==> config.mk <==
export PLATFORM = sky130hd
export DESIGN_NAME = vote_bcd_converter
export DESIGN_NICKNAME = d
export VERILOG_FILES = /design/src/rtl/vote_bcd_converter.sv
export SDC_FILE = /design/constraint.sdc
export NUM_CORES = 1
export LEC_CHECK = 0
export BUFFER_PORTS_ARGS = -buffer_cell sky130_fd_sc_hd__clkbuf_2
export CORE_MARGIN = 4
export CORE_UTILIZATION = 50
export DETAILED_ROUTE_END_ITERATION = 12
export PLACE_DENSITY = 0.77
export SLEW_MARGIN = 20
export SYNTH_ARGS = -nofsm -noshare
export SYNTH_HDL_FRONTEND = slang
export SYNTH_SLANG_ARGS = --single-unit
==> constraint.sdc <==
create_clock -name clk -period 1.81 [get_ports clk]
set_clock_uncertainty 0.05 [all_clocks]
set_input_delay 0.362 -clock clk [delete_from_list [all_inputs] [get_ports clk]]
set_output_delay 0.362 -clock clk [all_outputs]
set_load 0.005 [all_outputs]
==> src/rtl/vote_bcd_converter.sv <==
// -----------------------------------------------------------------------------
// vote_bcd_converter
//
// Multi-channel binary-to-BCD converter for the tally display path. A start
// request picks one candidate's vote count, runs it through a sequential
// shift-add-3 (double-dabble) engine, and presents registered BCD digits with
// a leading-zero blanking mask and an overflow flag.
//
// Parameters
//   NUM_CH      number of candidate channels (>=1)
//   CNT_W       width of each vote count in bits (>=1)
//   NUM_DIGITS  number of BCD digits produced (>=1), digit 0 = ones
//
// Ports
//   clk       in   system clock, rising edge
//   reset     in   asynchronous, active-high
//   sel       in   channel select, lowest set index wins (none set -> value 0)
//   counts    in   flattened counts, ch i = counts[i*CNT_W +: CNT_W]
//   start     in   conversion request, only honoured while idle
//   busy      out  conversion in progress
//   done      out  one-cycle pulse, result registers were just updated
//   bcd       out  result, digit i = bcd[4*i +: 4]
//   digit_en  out  leading-zero blank mask, 1 = display digit (bit 0 always 1)
//   overflow  out  count exceeded 10^NUM_DIGITS-1 (bcd then reads all nines)
//   ch_idx    out  channel the current result came from
// -----------------------------------------------------------------------------
module vote_bcd_converter #(
  parameter  int NUM_CH     = 3,
  parameter  int CNT_W      = 10,
  parameter  int NUM_DIGITS = 4,
  localparam int IDX_W      = (NUM_CH > 1) ? $clog2(NUM_CH) : 1
) (
  input  logic                      clk,
  input  logic                      reset,
  input  logic [NUM_CH-1:0]         sel,
  input  logic [NUM_CH*CNT_W-1:0]   counts,
  input  logic                      start,
  output logic                      busy,
  output logic                      done,
  output logic [4*NUM_DIGITS-1:0]   bcd,
  output logic [NUM_DIGITS-1:0]     digit_en,
  output logic                      overflow,
  output logic [IDX_W-1:0]          ch_idx
);

  localparam int DIG_W    = 4 * NUM_DIGITS;
  localparam int SCR_W    = DIG_W + CNT_W;
  localparam int CNT_BITS = $clog2(CNT_W + 1);

  localparam logic [CNT_BITS-1:0]   LAST_SHIFT = CNT_BITS'(CNT_W - 1);
  localparam logic [NUM_DIGITS-1:0] EN_RESET   = NUM_DIGITS'(1);
  localparam logic [DIG_W-1:0]      ALL_NINES  = {NUM_DIGITS{4'h9}};

  typedef enum logic {
    IDLE  = 1'b0,
    SHIFT = 1'b1
  } state_t;

  state_t state, state_next;

  // Conversion scratch: BCD digit field above the binary value being consumed.
  logic [DIG_W-1:0]    scr_dig;
  logic [CNT_W-1:0]    scr_val;
  logic                scr_ovf;
  logic [IDX_W-1:0]    cap_idx;
  logic [CNT_BITS-1:0] shift_cnt;

  logic                capture;
  logic                last_shift;

  logic [CNT_W-1:0]    pick_val;
  logic [IDX_W-1:0]    pick_idx;

  logic [DIG_W-1:0]    adj_dig;
  logic [SCR_W-1:0]    step_in;
  logic [SCR_W-1:0]    step_out;
  logic [DIG_W-1:0]    step_dig;
  logic [CNT_W-1:0]    step_val;
  logic                step_ovf;

  logic [NUM_DIGITS-1:0] res_en;
  logic                  seen_nz;

  assign capture    = (state == IDLE) && start;
  assign last_shift = (state == SHIFT) && (shift_cnt == LAST_SHIFT);
  assign busy       = (state == SHIFT);

  // ---------------------------------------------------------------------------
  // Channel pick: scanning from the top down lets the lowest set bit override.
  // NOTE: every output of a combinational block gets a default first so no
  // path leaves it unassigned, which would otherwise infer a latch.
  // ---------------------------------------------------------------------------
  always_comb begin
    pick_val = '0;
    pick_idx = '0;
    for (int i = NUM_CH - 1; i >= 0; i--) begin
      if (sel[i]) begin
        pick_val = counts[i*CNT_W +: CNT_W];
        pick_idx = IDX_W'(i);
      end
    end
  end

  // ---------------------------------------------------------------------------
  // One double-dabble step: add 3 to every digit >= 5, then shift the whole
  // {digits,value} field left. A digit of 5..9 becomes 8..12 after the add,
  // so the top digit's bit 3 is exactly the "value no longer fits" condition.
  // ---------------------------------------------------------------------------
  always_comb begin
    adj_dig = '0;
    for (int i = 0; i < NUM_DIGITS; i++) begin
      if (scr_dig[4*i +: 4] >= 4'd5) begin
        adj_dig[4*i +: 4] = scr_dig[4*i +: 4] + 4'd3;
      end else begin
        adj_dig[4*i +: 4] = scr_dig[4*i +: 4];
      end
    end
  end

  assign step_in  = {adj_dig, scr_val};
  assign step_out = {step_in[SCR_W-2:0], 1'b0};
  assign step_dig = step_out[SCR_W-1 -: DIG_W];
  assign step_val = step_out[CNT_W-1:0];
  assign step_ovf = scr_ovf | step_in[SCR_W-1];

  // ---------------------------------------------------------------------------
  // Leading-zero mask for the digits produced by the final step: a digit is
  // shown when it or any more significant digit is nonzero; the ones digit is
  // always shown so a zero count reads "0".
  // ---------------------------------------------------------------------------
  always_comb begin
    res_en  = '0;
    seen_nz = 1'b0;
    for (int i = NUM_DIGITS - 1; i >= 0; i--) begin
      seen_nz   = seen_nz | (step_dig[4*i +: 4] != 4'd0);
      res_en[i] = seen_nz;
    end
    res_en[0] = 1'b1;
  end

  // ---------------------------------------------------------------------------
  // Control FSM
  // NOTE: clocked state uses non-blocking assignments so every register
  // samples pre-edge values regardless of statement or block order.
  // ---------------------------------------------------------------------------
  always_ff @(posedge clk or posedge reset) begin
    if (reset) begin
      state <= IDLE;
    end else begin
      state <= state_next;
    end
  end

  always_comb begin
    state_next = state;
    unique case (state)
      IDLE:    if (start)      state_next = SHIFT;
      SHIFT:   if (last_shift) state_next = IDLE;
      default:                 state_next = IDLE;
    endcase
  end

  // ---------------------------------------------------------------------------
  // Datapath and result registers. Reset clears everything, so a reset during
  // a conversion drops it without a done pulse or a result update.
  // ---------------------------------------------------------------------------
  always_ff @(posedge clk or posedge reset) begin
    if (reset) begin
      scr_dig   <= '0;
      scr_val   <= '0;
      scr_ovf   <= 1'b0;
      cap_idx   <= '0;
      shift_cnt <= '0;
      done      <= 1'b0;
      bcd       <= '0;
      digit_en  <= EN_RESET;
      overflow  <= 1'b0;
      ch_idx    <= '0;
    end else begin
      done <= 1'b0;
      if (capture) begin
        scr_dig   <= '0;
        scr_val   <= pick_val;
        scr_ovf   <= 1'b0;
        cap_idx   <= pick_idx;
        shift_cnt <= '0;
      end else if (state == SHIFT) begin
        scr_dig   <= step_dig;
        scr_val   <= step_val;
        scr_ovf   <= step_ovf;
        shift_cnt <= shift_cnt + CNT_BITS'(1);
        if (last_shift) begin
          done   <= 1'b1;
          ch_idx <= cap_idx;
          if (step_ovf) begin
            bcd      <= ALL_NINES;
            digit_en <= '1;
            overflow <= 1'b1;
          end else begin
            bcd      <= step_dig;
            digit_en <= res_en;
            overflow <= 1'b0;
          end
        end
      end
    end
  end

endmodule
## Word level (Yosys, flattened, before mapping)

Index checks and enable logic that the tools add are counted.

- Reduce and logical (&&, ||, !) cells: 7
- Bitwise gates (word level): 5
- Add/subtract/negate cells: 5
- Magnitude comparators: 4
- Equal/unequal tests: 1
- Multiplexer cells: 27

Operators by type and width:

| cell | number |
|---|---|
| 10-bit 2-to-1 mux | 5 |
| 16-bit 2-to-1 mux | 3 |
| 4-bit 2-to-1 mux | 7 |
| 4-bit by 2-bit adder with 4-bit output, second input constant | 4 |
| 4-bit by 3-bit greater-or-equal comparator with 1-bit output, second input constant | 4 |
| 4-bit nonzero test | 3 |
| 1-bit 2-to-1 mux | 8 |
| 2-bit 2-to-1 mux | 3 |
| 4-bit by 1-bit adder with 4-bit output, second input constant | 1 |
| 4-bit equality test, second input constant | 1 |
| 1-bit bitwise OR | 3 |
| 3-bit AND reduction | 1 |
| 1-bit logical AND | 2 |
| 1-bit inverter | 2 |
| 1-bit case mux with 2 select lines | 1 |
| 2-bit nonzero test | 1 |

- Register bits after elaboration: 58
- Bits of input ports: 36
- Word-level logic and storage cells: 60

## Logic depth before layout (Yosys ltp)

Gate-level depths: netlist of the first run.

- Depth after elaboration: 6
- Gate-level depth with buffers: 8
- Gate-level depth less buffers: 7

## Least setup slack after synthesis of the first run

OpenSTA, ideal clock, no wires.

- Kind: register to register
- Start: reg scr_dig[12]
- End: reg digit_en[1]
- Path slack: -143 ps
- Library setup time: 141 ps
- Buffers on the path: 0
- Data required time: 1,619 ps
- Arrival time: 1,762 ps
- Clock period less this slack: 1,953 ps
- Stages on the path, launching flop included: 8
- Cell sequence: dfrtp_1 inv_1 ha_1 and2b_4 o21bai_4 or3_4 a2111oi_4 a31oi_1

- Cells in the longest elaborated chain, start to end: 6

Ends and longest elaborated chain:

| element | line | RTL |
|---|---|---|
| from (decl) | 62 | `logic [DIG_W-1:0] scr_dig;` |
| from (signal assigned) | 188 | `scr_dig <= step_dig;` |
| 4-bit by 2-bit adder with 4-bit output / 4-bit by 3-bit greater-or-equal comparator with 1-bit output (equally long branches) | 113, 112 |  |
| 4-bit 2-to-1 mux (*) | 112 | `if (scr_dig[4*i +: 4] >= 4'd5) begin` |
| 4-bit nonzero test | 135 | `seen_nz = seen_nz \| (step_dig[4*i +: 4] != 4'd0);` |
| 1-bit bitwise OR (2 in series) | 135 |  |
| 4-bit 2-to-1 mux (*) | 195 | `if (step_ovf) begin` |
| to (signal assigned) | 201 | `digit_en <= res_en;` |
| to (decl) | 41 | `output logic [NUM_DIGITS-1:0] digit_en,` |

Mark *: on every way between the ends. The rest lies on a longest branch, timed or not.
A chain may end at the register's enable or synchronous reset.

## Worst setup path after layout of the first run

Same ends and word-level chain as after synthesis.

==> impl_metrics.ini, run 1 <==
[die]
initial_core_util = 0.512
fp.dieH_um = 85.6
ios = 61
core_area_sq_um = 5890
die_w_um = 85.6
die_area_sq_um = 7330
rows = 28

[power_and_ir_drop]
p_int_uw = 3840
power_uw = 6300
power.density_nw_per_um2 = 1700
power_frac_clock = 0.157
ir_drop_mv = 0.984
swShare = 0.391
p_leak_uw = 0.00185
p_sw_uw = 2460
p_comb_frac = 0.484
power_frac_seq = 0.359

[synth]
synthArstFlopShare = 1.00
synth-main-ff-cell = dfrtp_1
synthTopCellsByArea = dfrtp_1, nand2_1, mux2i_1, o21ai_0, ha_1
synth_area_sq_um = 3010
syn_avg_cell_area_sq_um = 9.60
synth_fp_nets = 360
synthTopCellsByCount = dfrtp_1, nand2_1, o21ai_0, nor2_1, mux2i_1
synth_top_cell_area_share = 0.473
ys_warn_count = 0
synthCells = 314
yosysSeqAreaShare = 0.473
synth-edff-count = 0
synth.distinct_cells = 42
yosysMostFrequentCell = dfrtp_1
synth_top_area_cell = dfrtp_1
ys_ff_latch = 57

[layout]
drive_gt1_frac = 0.292
multiInputGateArea_sq_um = 1500
seq_area_sq_um = 1430
antennaDiodeCount = 0
finalNetCount = 436
postLayoutCoreUtil = 0.631
syn2layout_area_growth_pct = 23.2
fill_cells = 484

[clock_tree]
holdBufCountCts = 0
ctsLongestPathBuffers = 2
htreeDepth = 3
insertion_delay_ns = 0.33
cts_tree = done
clkSinkCount = 57
cts_buffers = 9
root_buffer = clkbuf_8
clk_pin_slew_worst_paths_ns = 0.06
cts_setup_buffers = 0

[status]
outcome = finished with violations
violations = setup timing

[grt]
grt.overflow.total = 0
grt_usage = 0.194
grt_first_pass_wirelength_um = 11300
grt_pass1_vias = 2503
grt_max_degree = 58
antenna_found_initial = 0

[sta]
rsz0062_at_grt = true
relSlewSlack = 0.548
hold_viol = 0
min_period_ns = 1.93
setup_ws_ns = -0.121
fmax_mhz = 518
finalCritPeriodShare = 1.07
tightest_slew_ns = 0.675
finalSetupViolCount = 3
drv_slew = 0

[detailed_routing]
first_pass_iters = 4
first_iter_violations = 104
wl_per_cell_um = 14.4
drc = 0
detail_route.vias_per_cell = 5.37
final_antenna_net_count = 0
via_count = 2502
routed_wl_um = 6720

[placement]
place_congestion = 0.819
port_buffers = 59
dpl.hpwl_um = 4830

[worst_setup_path]
r2r-start = scr_dig[12]
crit_required_ns = 1.96
startpoint_type = register
worstRegToRegCells = 6
critPathSlowestCell = dfrtp_1
cp-end-kind = register
cp_cell_sequence = ha_2 -> and2b_4 -> o21bai_4 -> or3_4 -> a2111oi_4 -> a31oi_1
critical-path-max-stage-delay_ns = 0.41
worstPathArrival_ns = 2.08
critPathMaxFanout = 3
reg2reg_slack_ns = -0.12
r2r_end = digit_en[1]
crit_type = register to register

[min_path]
holdCritPathClass = input pin to asynchronous set/reset pin

[flow_run]
cap_violations = 0
-- layout by cell type (no fill, tap or decap), types with 7 or more instances in the layout --
cell type	instances
o21ai_0	27
a22o_1	10
clkbuf_8	11
mux2i_1	14
buf_4	23
nor3b_1	8
o31ai_1	9
clkbuf_2	59
dfrtp_1	57
nand2_1	50
a21oi_1	10
a22oi_1	9
a21o_1	7
nand2b_1	11
o21ai_1	7
inv_1	9
nor2_1	16
ha_1	8
-- state kept, by name, summed over array words and instances, names as in the netlist --
signal     flops
cap_idx        2
digit_en       3
scr_val       10
busy           1
scr_dig       16
scr_ovf        1
shift_cnt      4
overflow       1
done           1
bcd           16
ch_idx         2
-- how the worst max path moves through the flow --
stage,startpoint,endpoint,slack [ns]
floorplan,scr_dig[13],digit_en[1],-0.06
global placement,scr_dig[12],bcd[7],-0.11
detailed placement,scr_dig[12],bcd[7],-0.22
CTS,scr_dig[12],digit_en[1],-0.13
global route,scr_dig[12],digit_en[1],-0.22
finish,scr_dig[12],digit_en[1],-0.12
-- metrics by stage --
stage	setup slack, ns	instances	hold WS [ns]	area [sq um]	TNS (ns)
5_1_grt	-0.216	466	0.0732	3710	-0.543
4_1_cts	-0.129	466	0.0504	3700	-0.323
3_3_place_gp	-0.113	454	0.402	3540	-1.29
3_5_place_dp	-0.224	454	0.406	3540	-2.46
6_report	-0.121	466	0.0409	3710	-0.281
2_1_floorplan	-0.0622	314	0.389	3040	-0.104
-- power by group through the flow --
stage	Sequential (uW)	Combinational, uW	Clock [uW]
after global routing	2330	3430	1090
after detailed placement	2260	3030	0
after CTS	2250	3060	1020
after floorplan	2220	2070	0
final	2260	3050	987
after global placement	2250	2930	0
-- critical path: cells and delay by family (launching register included) --
family | cells | cell delay, ns
and+or+nand+nor | 2 | 0.60
AOI/OAI and AO/OA | 3 | 0.55
DFF | 1 | 0.41
adders and majority gates | 1 | 0.19
-- metal layers --
layer,routed length [um],share of wire,GRT usage
met1,2950,0.44,0.236
met2,3400,0.51,0.332
met3,267,0.040,0.0596
met4,106,0.016,0.0590
met5,0,0,0
-- cells by family (layout without fill, tap and decap cells) --
kind of cell               count (synthesis)  count (layout)  share of synthesized area
and+or+nand+nor                          105             105                      0.175
AOI/OAI and AO/OA                         92              92                      0.208
DFF                                       57              57                      0.473
buffers and inverters                     30             107                     0.0394
adders and majority gates                 10              10                     0.0415
other                                      1               1                    0.00124
xor gates and xnor gates                   4               4                     0.0116
muxes                                     15              15                     0.0502
-- area by class of cell --
| cell class | instances | share of cell area |
|---|---|---|
| clock inverter | 1 | 0.00135 |
| tap | 75 | 0.0253 |
| inverter | 12 | 0.0131 |
| timing repair buffer | 83 | 0.131 |
| multi-input combinational | 227 | 0.404 |
| sequential | 57 | 0.384 |
| clock buffer | 11 | 0.0408 |
-- repair_timing --
action | in CTS | in global routing
endpoints found under the setup margin | 14 | 16
pin swaps | 1 | 1
gates resized for setup | 1 | 3
No activity file was read; power rests on OpenSTA's default activity.
==> inputs of run 2 (changes only) <==
--- a/config.mk
+++ b/config.mk
@@ -5,11 +5,12 @@
 export SDC_FILE = /design/constraint.sdc
 export NUM_CORES = 1
 export LEC_CHECK = 0
+export ABC_AREA = 1
 export BUFFER_PORTS_ARGS = -buffer_cell sky130_fd_sc_hd__clkbuf_2
 export CORE_MARGIN = 4
-export CORE_UTILIZATION = 50
+export CORE_UTILIZATION = 49
 export DETAILED_ROUTE_END_ITERATION = 12
-export PLACE_DENSITY = 0.77
+export PLACE_DENSITY = 0.76
 export SLEW_MARGIN = 20
 export SYNTH_ARGS = -nofsm -noshare
 export SYNTH_HDL_FRONTEND = slang
==> impl_metrics.ini, run 2 <==
[worst_setup_path]
cpMostUsedCell = nand2_1
worst-path-buf-inv = 1
crit_required_ns = 1.98
crit_family = simple AND/OR/NAND/NOR gates
critical-path-max-stage-delay_ns = 0.41
crit_type = register to register
cp_cell_sequence = buf_4 -> ha_1 -> o21ai_2 -> nand2_1 -> nand2_1 -> nand3_1 -> nor2_2 -> nand2_1 -> nand2_1 -> nand2_1
critPathMaxFanout = 3
cp-end-kind = register
critPathSlowestCell = dfrtp_1
startpoint_type = register
worstPathArrival_ns = 1.94

[synth]
synth-xor-area-share = 0.00303
syn_avg_cell_area_sq_um = 8.40
synth_top_area_cell = dfrtp_1
synth_area_sq_um = 2890
synthCells = 344
yosysSeqAreaShare = 0.494
synth_fa_ha_area_frac = 0.0433
synth_top_family_by_area = simple AND/OR/NAND/NOR gates
yosysMostFrequentCell = nand2_1
synthArstFlopShare = 1.00
synth.distinct_cells = 28
synth-main-ff-cell = dfrtp_1
synthSimpleGateAreaFrac = 0.227
synth_top_cell_area_share = 0.494
synth-compound-area-share = 0.152
synthTopCellsByArea = dfrtp_1, nand2_1, inv_1, ha_1, nand3_1
synthTopCellsByCount = nand2_1, dfrtp_1, inv_1, nand3_1, o21ai_0
synth_mux_area_frac = 0
synth_fp_nets = 390
ys_warn_count = 0
ys_ff_latch = 57
synth-edff-count = 0

[grt]
grt_usage = 0.189
grt.overflow.total = 0
grt_first_pass_wirelength_um = 11000
grt_pass1_vias = 2404
grt_max_degree = 58
antenna_found_initial = 0

[clock_tree]
holdBufCountCts = 0
cts_tree = done
clk_pin_slew_worst_paths_ns = 0.07
ctsLongestPathBuffers = 2
insertion_delay_ns = 0.33
root_buffer = clkbuf_8
clkSinkCount = 57
cts_buffers = 9
htreeDepth = 3

[layout]
drive_gt1_frac = 0.268
syn2layout_area_growth_pct = 23.2
antennaDiodeCount = 0
mostFrequentLayoutCell = nand2_1
fin_cells = 493
final_cell_mix = nand2_1, clkbuf_2, dfrtp_1
finalNetCount = 462
reg_top3 = bcd (16), scr_dig (16), scr_val (10)

[placement]
dpl.hpwl_um = 4710
place_ws_ns = -0.0464
dp_cells = 474
place_congestion = 0.979
port_buffers = 59

[detailed_routing]
drc = 0
topRoutingLayerUsed = met4
final_antenna_net_count = 0
first_iter_violations = 161
wl_per_cell_um = 13.4
detail_route.vias_per_cell = 5.30
wl_met2_um = 3180
first_pass_iters = 4
route.met3.wl_um = 460
wl_met1_um = 2810
routed_wl_um = 6590
via_count = 2615

[power_and_ir_drop]
power_frac_seq = 0.370
swShare = 0.418
p_sw_uw = 2440
power.density_nw_per_um2 = 1640
p_leak_uw = 0.00182
p_comb_frac = 0.450
power_frac_clock = 0.179
p_int_uw = 3400
ir_drop_mv = 0.744

[sta]
finalCritPeriodShare = 0.980
drv_slew = 0
finalSetupViolCount = 0
hold_viol = 0
min_period_ns = 1.77
relSlewSlack = 0.469
setup_ws_ns = 0.0361
fmax_mhz = 564
tightest_slew_ns = 0.796

[status]
outcome = finished clean

[min_path]
holdCritPathClass = input pin to asynchronous set/reset pin

[flow_run]
cap_violations = 0

[die]
die_area_sq_um = 7190
ios = 61
core_area_sq_um = 5610
rows = 27
die_w_um = 84.8
fp.dieH_um = 84.8
initial_core_util = 0.515
run 2: cell types whose count changed after synthesis, moves of 13 or more:
cell	change
nand2_1	+41
inv_1	+29
nand3_1	+18
o22ai_1	+16
mux2i_1	-14
nand4_1	+13
run 2: area by class of cell:
type,count,area [sq um]
Clock buffer,13,159
Clock inverter,3,15.0
Fill cell,502,2050
Inverter,43,170
Multi-Input combinational cell,230,1260
Sequential cell,57,1430
Tap cell,72,90.1
Timing Repair Buffer,75,440
run 2: worst paths after layout:
| kind | end | slack [ns] | start | cells past startpoint |
|---|---|---|---|---|
| worst max-delay path | digit_en[1] | 0.04 | scr_dig[8] | 10 |
| worst min-delay path | bcd[9] | 0.03 | reset | 3 |
| worst max register to register | digit_en[1] | 0.04 | scr_dig[8] | 10 |
| worst min register to register | ch_idx[1] | 0.42 | ch_idx[1] | 2 |
| max in group asynchronous | scr_dig[12] | 1.42 | reset | 3 |
| min in group clk | scr_val[8] | 0.29 | counts[18] | 5 |
run 2: worst register-to-register path, delay by kind of cell, from the launching register on:
kind / cells / cell delay [ns]
AND/OR/NAND/NOR: 7 / 0.64
buffers and inverters: 1 / 0.15
adder cells (fa/ha/maj): 1 / 0.22
AO/OA/AOI/OAI: 1 / 0.19
flip-flops: 1 / 0.41
run 2: repair_timing:
item,CTS,global route
pin swaps,0,1
buffers inserted,0,3
gates resized for setup,1,9
hold endpoints to repair,0,0
endpoints found under the setup margin,2,13
run 2: routing by layer:
layer / GRT usage / vias up
li1: - / 1293
met1: 0.244 / 1201
met2: 0.307 / 107
met3: 0.0363 / 14
met4: 0.0849 / 0
met5: 0 / -
run 2: logic make-up (layout without fill, tap and decap cells):
| kind of cell | after synthesis | in the layout |
|---|---|---|
| other cells | 1 | 1 |
| fa+ha+maj | 10 | 10 |
| flops | 57 | 57 |
| simple gates | 149 | 149 |
| xor+xnor | 1 | 1 |
| compound gates | 69 | 69 |
| buf+inv | 57 | 134 |
run 2: per-stage QoR:
| step | power (uW) | util | hold slack [ns] | instance area, sq um | setup TNS [ns] |
|---|---|---|---|---|---|
| finish | 5840 | 0.635 | 0.0323 | 3560 | 0 |
| CTS | 5710 | 0.624 | 0.0455 | 3500 | 0 |
| floorplan | 3810 | - | 0.399 | 2890 | 0 |
| detailed placement | 4660 | 0.593 | 0.401 | 3320 | -0.0909 |
| global route | 6330 | 0.635 | 0.0638 | 3560 | -0.104 |
| global placement | 4540 | 0.593 | 0.395 | 3320 | 0 |
run 2: power groups by stage:
| stage | combinational [uW] | sequential [uW] | clock (uW) |
|---|---|---|---|
| after floorplan | 1710 | 2110 | 0 |
| after global placement | 2400 | 2140 | 0 |
| after detailed placement | 2490 | 2170 | 0 |
| after CTS | 2500 | 2150 | 1060 |
| after global routing | 2970 | 2240 | 1130 |
| final | 2630 | 2160 | 1050 |
==> inputs of run 3 (changes only) <==
--- a/config.mk
+++ b/config.mk
@@ -7,6 +7,7 @@
 export LEC_CHECK = 0
 export ABC_AREA = 1
 export BUFFER_PORTS_ARGS = -buffer_cell sky130_fd_sc_hd__clkbuf_2
+export CORE_ASPECT_RATIO = 2
 export CORE_MARGIN = 4
 export CORE_UTILIZATION = 49
 export DETAILED_ROUTE_END_ITERATION = 12
==> impl_metrics.ini, run 3 (synthesis gave the netlist of run 2 again) <==
[grt]
grt_pass1_vias = 2710
grt_max_degree = 28
antenna_found_initial = 0
grt_usage = 0.201
grt_first_pass_wirelength_um = 11600
grt.overflow.total = 0

[worst_setup_path]
crit_type = register to register
cp-endpoint = scr_dig[2]
worstRegToRegCells = 7
reg2reg_slack_ns = 0.10
critPathMaxFanout = 4
crit_required_ns = 1.94
cp-end-kind = register
worstPathArrival_ns = 1.84
crit_start = scr_dig[0]
r2r-start = scr_dig[0]
startpoint_type = register
r2r_end = scr_dig[2]

[placement]
dp_cells = 464
port_buffers = 59
dpl.hpwl_um = 5180
place_congestion = 0.887

[detailed_routing]
via_count = 2623
detail_route.vias_per_cell = 5.45
routed_wl_um = 6900
wl_per_cell_um = 14.4
first_pass_iters = 4
drc = 0
first_iter_violations = 84
final_antenna_net_count = 0

[layout]
antennaDiodeCount = 0
drive_gt1_frac = 0.264
reg_top3 = bcd (16), scr_dig (16), scr_val (10)
finalNetCount = 463
postLayoutCoreUtil = 0.639
fin_cells = 481
mostFrequentLayoutCell = nand2_1
syn2layout_area_growth_pct = 26.4
final_cell_mix = nand2_1, clkbuf_2, dfrtp_1

[sta]
finalCritPeriodShare = 0.943
drv_slew = 0
fmax_mhz = 586
finalSetupViolCount = 0
relSlewSlack = 0.507
rsz0062_at_grt = true
min_period_ns = 1.71
tightest_slew_ns = 0.738
hold_viol = 0

[clock_tree]
cts_buffers = 9
clk_pin_slew_worst_paths_ns = 0.05
root_buffer = clkbuf_16
cts_tree = done
htreeDepth = 3
ctsLongestPathBuffers = 2
insertion_delay_ns = 0.33
clkSinkCount = 57

[flow_run]
cap_violations = 0

[status]
outcome = finished clean

[die]
initial_core_util = 0.506
die_w_um = 62.3
rows = 39
core_area_sq_um = 5710
fp.dieH_um = 117
die_area_sq_um = 7260
ios = 61

[power_and_ir_drop]
p_leak_uw = 0.00187
ir_drop_mv = 1.21
power.density_nw_per_um2 = 1740

[min_path]
min_delay_path_depth = 5
holdCritPathClass = input pin to register
-- run 3: cell count changes in the layout (fill, tap and decap cells not counted), sizes merged --
cell | previous run | this run
clkinv | 3 | 0
clkbuf | 72 | 73
dlygate4sd3 | 0 | 1
-- run 3: how the worst min path moves through the flow --
stage | startpoint | end | slack (ns)
finish | counts[7] | scr_val[7] | 0.29
global route | counts[7] | scr_val[7] | 0.32
CTS | counts[7] | scr_val[7] | 0.28
detailed placement | reset | bcd[13] | 0.32
global placement | reset | bcd[10] | 0.31
floorplan | reset | bcd[0] | 0.40
-- run 3: area by class of cell --
cell class | instances | area, sq um
Fill cell | 496 | 2060
Sequential cell | 57 | 1430
Multi-Input combinational cell | 230 | 1260
Timing Repair Buffer | 76 | 450
Clock buffer | 14 | 264
Inverter | 43 | 170
Tap cell | 61 | 76.3
-- run 3: what timing repair did --
action	CTS	global route
pin swaps	0	1
hold endpoints to repair	16	0
resized for setup	1	11
hold buffers	1	0
endpoints found under the setup margin	3	14
buffers inserted	0	2
-- run 3: worst max-delay path, cell delays in order, from the launching register on --
cell     delay (ns)
dfrtp_1        0.38
inv_1          0.11
ha_1           0.22
or2_2          0.33
nand2_2        0.13
nand2_1        0.07
o21ai_0        0.14
o22ai_1        0.12
-- run 3: where the power goes --
group          internal [uW]  switching [uW]
clock                    982             533
sequential              1810             355
combinational           1030            1630
total                   3820            2520
-- run 3: routing by layer --
| metal | vias up | track usage | routed length, um |
|---|---|---|---|
| met3 | 20 | 0.0529 | 383 |
| li1 | 1294 | - | - |
| met2 | 74 | 0.370 | 3860 |
| met1 | 1235 | 0.198 | 2450 |
| met4 | 0 | 0.122 | 212 |
| met5 | - | 0 | 0 |
-- run 3: stage by stage --
stage / setup WS (ns) / total power, uW / hold WS (ns) / instance area [sq um] / TNS, ns
global route: -0.0381 / 6830 / 0.320 / 3650 / -0.0710
detailed placement: -0.0838 / 4700 / 0.317 / 3320 / -0.164
CTS: 0.0254 / 6240 / 0.284 / 3590 / 0
finish: 0.103 / 6340 / 0.290 / 3650 / 0
global placement: 0.0870 / 4550 / 0.311 / 3320 / 0
floorplan: 0.181 / 3810 / 0.399 / 2890 / 0
